## src/rtl/btn_pkg.sv

```systemverilog
// btn_pkg: shared state encoding and counter-width helper for the button controller
package btn_pkg;
  typedef enum logic [2:0] {IDLE, PRESS_PEND, HELD, LONG, REL_PEND} btn_state_t;
  function automatic int cw(input int x);
    return (x > 1) ? $clog2(x) : 1;
  endfunction
endpackage

```

## src/rtl/btn_chan_fsm.sv

```systemverilog
// btn_chan_fsm: one button channel with 2-flop synchronizer, debounce/hold FSM and event pulses
module btn_chan_fsm
  import btn_pkg::*;
#(
  parameter int STABLE_TICKS = 8,
  parameter int LONG_TICKS   = 1000
) (
  input  logic clk,
  input  logic rst_n,
  input  logic raw,
  input  logic en,
  input  logic tick,
  output logic clean,
  output logic press,
  output logic rel,
  output logic long_press
);
  localparam int SW = cw(STABLE_TICKS + 1);
  localparam int HW = cw(LONG_TICKS + 1);
  localparam logic [SW-1:0] S_LAST = SW'(STABLE_TICKS - 1);
  localparam logic [HW-1:0] H_LAST = HW'(LONG_TICKS - 1);
  btn_state_t st, st_n;
  logic s1, s2, was_long, was_long_n, press_n, rel_n, long_n;
  logic [SW-1:0] stab, stab_n;
  logic [HW-1:0] hold, hold_n, hold_inc;
  assign clean = (st == HELD) || (st == LONG) || (st == REL_PEND);
  assign hold_inc = (hold == H_LAST) ? hold : hold + 1'b1;
  always_ff @(posedge clk or negedge rst_n) begin
    if (!rst_n) begin
      s1         <= 1'b0;
      s2         <= 1'b0;
      st         <= IDLE;
      stab       <= '0;
      hold       <= '0;
      was_long   <= 1'b0;
      press      <= 1'b0;
      rel        <= 1'b0;
      long_press <= 1'b0;
    end else begin
      s1         <= raw;
      s2         <= s1;
      st         <= st_n;
      stab       <= stab_n;
      hold       <= hold_n;
      was_long   <= was_long_n;
      press      <= press_n;
      rel        <= rel_n;
      long_press <= long_n;
    end
  end
  // IDLE/HELD/LONG always carry stab=0, so STABLE_TICKS=1 qualifies on the first tick
  always_comb begin
    st_n       = st;
    stab_n     = stab;
    hold_n     = hold;
    was_long_n = was_long;
    press_n    = 1'b0;
    rel_n      = 1'b0;
    long_n     = 1'b0;
    if (!en) begin
      st_n       = IDLE;
      stab_n     = '0;
      hold_n     = '0;
      was_long_n = 1'b0;
    end else if (tick) begin
      if (!clean) begin
        if (!s2) begin
          st_n   = IDLE;
          stab_n = '0;
        end else if (stab == S_LAST) begin
          st_n       = HELD;
          stab_n     = '0;
          hold_n     = '0;
          was_long_n = 1'b0;
          press_n    = 1'b1;
        end else begin
          st_n   = PRESS_PEND;
          stab_n = stab + 1'b1;
        end
      end else begin
        hold_n = hold_inc;
        if (s2) begin
          stab_n = '0;
          if (st == REL_PEND) st_n = was_long ? LONG : HELD;
          else if (st == HELD && hold == H_LAST) begin
            st_n       = LONG;
            was_long_n = 1'b1;
            long_n     = 1'b1;
          end
        end else if (stab == S_LAST) begin
          st_n       = IDLE;
          stab_n     = '0;
          hold_n     = '0;
          was_long_n = 1'b0;
          rel_n      = 1'b1;
        end else begin
          st_n   = REL_PEND;
          stab_n = stab + 1'b1;
        end
      end
    end
  end
endmodule

```

## src/rtl/button_event_ctrl.sv

```systemverilog
// button_event_ctrl: shared sample-tick prescaler feeding N independent debounce channels
module button_event_ctrl
  import btn_pkg::*;
#(
  parameter int N_BTN        = 4,
  parameter int TICK_DIV     = 100000,
  parameter int STABLE_TICKS = 8,
  parameter int LONG_TICKS   = 1000
) (
  input  logic             clk,
  input  logic             rst_n,
  input  logic [N_BTN-1:0] raw,
  input  logic             en,
  output logic [N_BTN-1:0] clean,
  output logic [N_BTN-1:0] press,
  output logic [N_BTN-1:0] rel,
  output logic [N_BTN-1:0] long_press,
  output logic             tick
);
  localparam int PW = cw(TICK_DIV);
  localparam logic [PW-1:0] P_LAST = PW'(TICK_DIV - 1);
  logic [PW-1:0] pcnt;
  always_ff @(posedge clk or negedge rst_n) begin
    if (!rst_n) begin
      pcnt <= '0;
      tick <= 1'b0;
    end else if (!en) begin
      pcnt <= '0;
      tick <= 1'b0;
    end else begin
      pcnt <= (pcnt == P_LAST) ? '0 : pcnt + 1'b1;
      tick <= (pcnt == P_LAST);
    end
  end
  for (genvar i = 0; i < N_BTN; i++) begin : g_ch
    btn_chan_fsm #(
      .STABLE_TICKS(STABLE_TICKS),
      .LONG_TICKS  (LONG_TICKS)
    ) u_ch (
      .clk       (clk),
      .rst_n     (rst_n),
      .raw       (raw[i]),
      .en        (en),
      .tick      (tick),
      .clean     (clean[i]),
      .press     (press[i]),
      .rel       (rel[i]),
      .long_press(long_press[i])
    );
  end
endmodule
```

## config.mk

```make
export PLATFORM = sky130hd
export DESIGN_NAME = button_event_ctrl
export DESIGN_NICKNAME = d
export VERILOG_FILES = /design/src/rtl/btn_pkg.sv /design/src/rtl/btn_chan_fsm.sv /design/src/rtl/button_event_ctrl.sv
export SDC_FILE = /design/constraint.sdc
export NUM_CORES = 1
export LEC_CHECK = 0
export CAP_MARGIN = 10
export CORE_ASPECT_RATIO = 0.5
export CORE_MARGIN = 5
export CORE_UTILIZATION = 40
export CTS_BUF_LIST = sky130_fd_sc_hd__clkbuf_2 sky130_fd_sc_hd__clkbuf_4 sky130_fd_sc_hd__clkbuf_8
export DETAILED_ROUTE_END_ITERATION = 10
export GPL_TIMING_DRIVEN = 0
export PLACE_DENSITY_LB_ADDON = 0.25
export REMOVE_ABC_BUFFERS = 1
export SLEW_MARGIN = 20
export SYNTH_ARGS = -nofsm -noshare
export SYNTH_HDL_FRONTEND = slang
export SYNTH_SLANG_ARGS = --single-unit
```

## constraint.sdc

```tcl
create_clock -name clk -period 3.8 [get_ports clk]
set_input_delay 0.38 -clock clk [delete_from_list [all_inputs] [get_ports clk]]
set_output_delay 0.38 -clock clk [all_outputs]
set_load 0.005 [all_outputs]
```

After elaboration in Yosys (flattened, before gate mapping):

Index checks and enable logic that the tools add are counted.

* bits in registers: 110
* input port bits: 7

* $add $sub $neg: 9
* equal/unequal tests: 42
* muxes and demuxes: 191
* reductions and logical operators: 24

Operators by type and width (count)
* two-way mux 10 bit: 32
* two-way mux 1 bit: 97
* two-way mux 3 bit: 32
* two-way mux 4 bit: 24
* adder 10 x 1 -> 10 bit, second input constant: 4
* equality test 10 bit, second input constant: 4
* two-way mux 17 bit: 2
* inequality test 4 bit, second input constant: 8
* equality test 3 x 2 -> 1 bit, second input constant: 8
* inequality test 3 x 1 -> 1 bit, second input constant: 8
* inequality test 5 bit, second input constant: 4
* adder 17 x 1 -> 17 bit, second input constant: 1
* equality test 17 bit, second input constant: 1
* adder 4 x 1 -> 4 bit, second input constant: 4
* equality test 4 x 3 -> 1 bit, second input constant: 4
* AND reduction 4 bit: 4
* equality test 3 bit, second input constant: 4
* AND reduction 3 bit: 4
* logical OR 1 bit: 8
* two-way mux 2 bit: 4
* AND reduction 2 bit: 4
* logical AND 1 bit: 4
* inequality test 2 x 1 -> 1 bit, second input constant: 1

Logic depth before layout (Yosys ltp):

* depth in word-level cells: 8
* gate-level depth with buffers: 8

Cells and area by module:

A second synthesis with hierarchy kept.

* cell total of the unflattened synthesis: 637
* area, all modules: 6154.7 µm²

By module, submodules not included
* btn_chan_fsm (g_ch[1].u_ch ...): times used 2, cells an instance 135, area an instance 1293.7 µm², seq. area each 575.6 µm²
* btn_chan_fsm (g_ch[3].u_ch): times used 1, cells an instance 144, area an instance 1373.8 µm², seq. area each 575.6 µm²
* btn_chan_fsm (g_ch[0].u_ch): times used 1, cells an instance 135, area an instance 1276.2 µm², seq. area each 575.6 µm²
* button_event_ctrl: times used 1, cells an instance 88, area an instance 917.1 µm², seq. area each 450.4 µm²

Least setup slack after synthesis:

Ideal clock, no wire load.

* path type: flip-flop to flip-flop
* from: register g_ch[2].u_ch.stab[0]
* to: register g_ch[2].u_ch.hold[7]
* library setup time: 0.124 ns
* arrival: 1.596 ns
* data required time: 3.676 ns
* setup slack: 2.080 ns
* cell stages (with the launch flop): 8
* path buffers: 2
* period minus slack after synthesis: 1.720 ns
* cells stage by stage: dfrtp_1 ha_1 and3b_1 clkbuf_1 a221oi_2 buf_4 nor3b_2 a211o_1

* word-level cells in the longest chain between the ends: 6
* elaborated cells on any way between the ends: 8
* classes of those cells: 2 x eq/ne; 5 x mux; 1 x reduce/logical

RTL lines
* start: declaration: RTL line btn_chan_fsm.sv:24 `logic [SW-1:0] stab, stab_n;`
* start signal: assignment: RTL line btn_chan_fsm.sv:43 `stab <= stab_n;`
* equality test 4 x 3 -> 1 bit *: RTL line btn_chan_fsm.sv:70, btn_chan_fsm.sv:90
* two-way mux 10 bit: RTL line btn_chan_fsm.sv:90 `end else if (stab == S_LAST) begin`
* two-way mux 10 bit: RTL line btn_chan_fsm.sv:82 `if (s2) begin`
* two-way mux 10 bit: RTL line btn_chan_fsm.sv:66 `if (!clean) begin`
* two-way mux 10 bit: RTL line btn_chan_fsm.sv:65 `end else if (tick) begin`
* two-way mux 10 bit: RTL line btn_chan_fsm.sv:60 `if (!en) begin`
* end signal: assignment: RTL line btn_chan_fsm.sv:44 `hold <= hold_n;`
* end: declaration: RTL line btn_chan_fsm.sv:25 `logic [HW-1:0] hold, hold_n, hold_inc;`

Mark *: on every way between the ends. The rest lies on a longest branch, timed or not. The select of a mux whose other input is x is not followed.
A chain may end at the register's enable or synchronous reset.

Worst setup path in the final report:

* from: input port en
* to: register g_ch[0].u_ch.st[0]

* word-level cells in the longest chain between the ends: 2
* elaborated cells on any way between the ends: 4
* classes of those cells: 2 x eq/ne; 1 x mux; 1 x reduce/logical

RTL lines
* start: declaration: RTL line button_event_ctrl.sv:13 `input logic en,`
* inequality test 5 bit (no source line) / inequality test 2 x 1 -> 1 bit (equally long branches)
* AND reduction 2 bit (no source line)
* end signal: assignment: RTL line btn_chan_fsm.sv:42 `st <= st_n;`
* end: declaration: RTL line btn_chan_fsm.sv:22 `btn_state_t st, st_n;`

Several ways; a longest one is shown, not always the timed one.

==> out/results.txt <==
Area grow syn2layout -> 6.60%
Fin. max-slew vios -> 0
Vias/cell -> 5.74
Fin crit period -> 2.54 ns
Num CTS Buffers -> 9
Antenna violations before repair -> 0
Sequential cell area -> 2750 sq um
Post-layout util -> 43.0%
Max cap viols -> 0
Clock slew at reported path FFs -> 0.10 ns
TritonRoute pass-1 iters -> 4
Yosys warns -> 0
Synth Flop Type -> dfrtp_1
Total routed wirelength -> 13900 microns
Crit end category -> register
Setup crit start kind -> primary input
Max_slew headroom -> 28.9%
Worst reg2reg path depth -> 4
Leak Pwr -> 2.77 nW
Fin. Hold Viols -> 0
CTS root buffer -> clkbuf_8
1st-iter DRT viols -> 262
Grt ovf -> 0
Fmax -> 0.394 GHz
Die area -> 19100 sq um
DRC viols -> 0
Worst hold-check path type -> reg -> reg
H-tree level count -> 3
Vias in the first global route -> 4877
Number of port buffers -> 23
Crit path kind -> in -> reg
Period utilisation layout -> 66.7%
Proportion of layout cells with a drive suffix above 1 -> 8.06%
Worst-skew pair later-pin latency -> 0.38 ns
Max clock buf depth -> 2
Hold Path Origin -> g_ch[1].u_ch.s1
Core area -> 16200 sq um
Unrepaired setup endpoints after global routing -> false
CP top delay family -> buffers and inverters
Yosys reg bits -> 110
GP Congestion -> 0.804
Slew @ Worst Pin -> 1.06 ns
Die height -> 100 microns
Area after DPL -> 6750 sq um
First-pass GRT wire length -> 23900 microns
Site Rows -> 33
Cell Pwr Density -> 294 nW/um^2
Worst hold stages -> 0
Via count -> 5148
FILL cells -> 1595
Arr. time, crit path -> 2.84 ns
WL/cell -> 15.5 microns
Skew final -> 0.0101 ns
Worst path bufs/invs -> 2
Post-synthesis cell type count -> 93
Clock sink count -> 110
Post-route cell area -> 6960 sq um
IO Pins -> 24
GRT Util Overall -> 14.9%
Crit path max fanout -> 27
Sequential area share after synthesis -> 42.2%
Post-synth ARST share -> 100%
Multi-input gate area -> 3360 sq um
HPWL Detailed -> 9340 microns
Required @ worst endpoint -> 4.10 ns
CP Cell Sequence -> buf_2 > clkinv_1 > nor2_1 > o21ai_0 > a32oi_1
Antenna cells -> 0
WHS Endpoint -> g_ch[1].u_ch.s2
Die X -> 191 microns
Largest net degree at the start of global routing -> 77
Post-Syn Instances -> 684
Post-route ant nets -> 0
Synth Cell Area -> 6530 sq um
Slowest cell on crit path -> nor2_1
Number of enable flip-flop cells after synthesis -> 0
Reg2reg setup slack -> 1.43 ns
Final setup violation count -> 0
FF-to-FF End -> g_ch[2].u_ch.hold[7]
Cts repair resizes -> 0
Avg Cell Area, Syn -> 9.54 sq um
Fin Setup TNS -> 0 ns
CP max stage delay -> 0.96 ns
Critical R2R Launch -> tick
Status -> complete, no violations
TritonCTS clock tree -> built
Fin nets -> 682
VDD IR max -> 0.156 mV
Initial Util -> 40.3%
## repair_timing
| item | 4_1_cts | 5_1_grt |
|---|---|---|
| setup endpoints to repair | 0 | 0 |
| setup buffers | 0 | 0 |
| endpoints found under the hold margin | 34 | 0 |
| hold buffers | 1 | 0 |
## through the flow
stage	cells	total power [mW]	setup slack (ns)	hold WS, ns
6_report	897	2.04	1.26	0.357
3_3_place_gp	879	1.32	-2.12	0.333
3_5_place_dp	881	1.33	0.816	0.309
2_1_floorplan	629	1.26	1.64	0.0844
5_1_grt	897	2.13	1.07	0.364
4_1_cts	897	2.07	0.880	0.361
## worst reg2reg max path, stage by stage, from the launching register on
cell,delay (ns)
dfrtp_2,0.79
inv_1,0.57
a31o_2,0.43
and2_4,0.19
a211o_1,0.29
## logic make-up after synthesis
group / Yosys count / share of synthesized area (%)
DFF: 110 / 42.2
adders and majority gates: 9 / 1.73
buffers and inverters: 74 / 6.25
xor gates and xnor gates: 16 / 2.15
muxes: 16 / 2.51
AOI/OAI and AO/OA: 178 / 21.1
and+or+nand+nor: 281 / 24.0
## layer usage
| layer | GRT usage [%] | vias to the layer above | part of all wire (%) |
|---|---|---|---|
| met1 | 20.8 | 2546 | 51 |
| met2 | 24.2 | 73 | 45 |
| met3 | 2.88 | 11 | 2.9 |
| li1 | - | 2518 | - |
| met5 | 0 | - | 0 |
| met4 | 3.25 | 0 | 0.75 |
## synth_stat cells, types with 9 or more instances
master / number / share of area [%]
mux2i_1: 13 / 2.0
dfrtp_1: 110 / 42
buf_4: 21 / 2.4
inv_1: 18 / 1.0
clkbuf_1: 16 / 0.92
buf_2: 11 / 0.84
o211ai_1: 9 / 1.0
a31oi_1: 19 / 1.8
a21oi_1: 27 / 2.1
nand3_1: 35 / 2.7
and3_1: 13 / 1.2
o21ai_0: 21 / 1.6
nand4_1: 10 / 0.96
nand2_1: 67 / 3.9
ha_1: 9 / 1.7
nor3_1: 12 / 0.92
nor2b_1: 9 / 0.86
or3_1: 9 / 0.86
nor2_1: 48 / 2.8
## registers in the layout, indices dropped and copies added (netlist names)
name                  count
g_ch.u_ch.hold           40
pcnt                     17
g_ch.u_ch.s1              4
g_ch.u_ch.press           4
g_ch.u_ch.was_long        4
g_ch.u_ch.long_press      4
g_ch.u_ch.rel             4
g_ch.u_ch.stab           16
tick                      1
g_ch.u_ch.s2              4
g_ch.u_ch.st             12
## cells in the final DEF, fill, tap and decap left out, types with 5 or more instances in the layout
cell               n
dfrtp_1          109
nand2_1           67
nor2_1            48
nand3_1           35
a21oi_1           27
o21ai_0           21
clkdlybuf4s50_1   21
a31oi_1           19
inv_1             18
and3_1            13
mux2i_1           13
nor3_1            12
nand4_1           10
clkbuf_8          10
nor2b_1            9
or3_1              9
o211ai_1           9
ha_1               9
nand2b_1           8
xor2_1             8
xnor2_1            8
o311ai_0           8
and2_1             7
nor4_1             7
nor3b_1            7
a22oi_1            6
or4_1              5
and3b_1            5
o31ai_1            5
o22ai_1            5
## worst max-delay path by stage
stage | start | endpoint | slack (ns) | cells past startpoint
final | en | g_ch[0].u_ch.st[0] | 1.26 | 5
after global routing | en | g_ch[0].u_ch.st[0] | 1.07 | 5
after CTS | tick | g_ch[2].u_ch.hold[7] | 0.88 | 4
after detailed placement | en | g_ch[0].u_ch.st[0] | 0.82 | 5
after global placement | rst_n | g_ch[3].u_ch.rel | -2.12 | 1
after floorplan | tick | g_ch[2].u_ch.hold[7] | 1.64 | 4
## area by class of cell
class / instances / area share [%]
Clock buffer: 12 / 2.19
Clock inverter: 3 / 0.648
Inverter: 19 / 1.03
Multi-Input combinational cell: 500 / 48.4
Sequential cell: 110 / 39.6
Tap cell: 227 / 4.08
Timing Repair Buffer: 26 / 4.08
## report_power, final
part | switching (mW) | total, mW | internal (mW)
clock | 0.405 | 0.740 | 0.335
combinational | 0.0685 | 0.102 | 0.0340
sequential | 0.0168 | 1.20 | 1.18
Note: power is estimated with default switching activity, not from simulation.
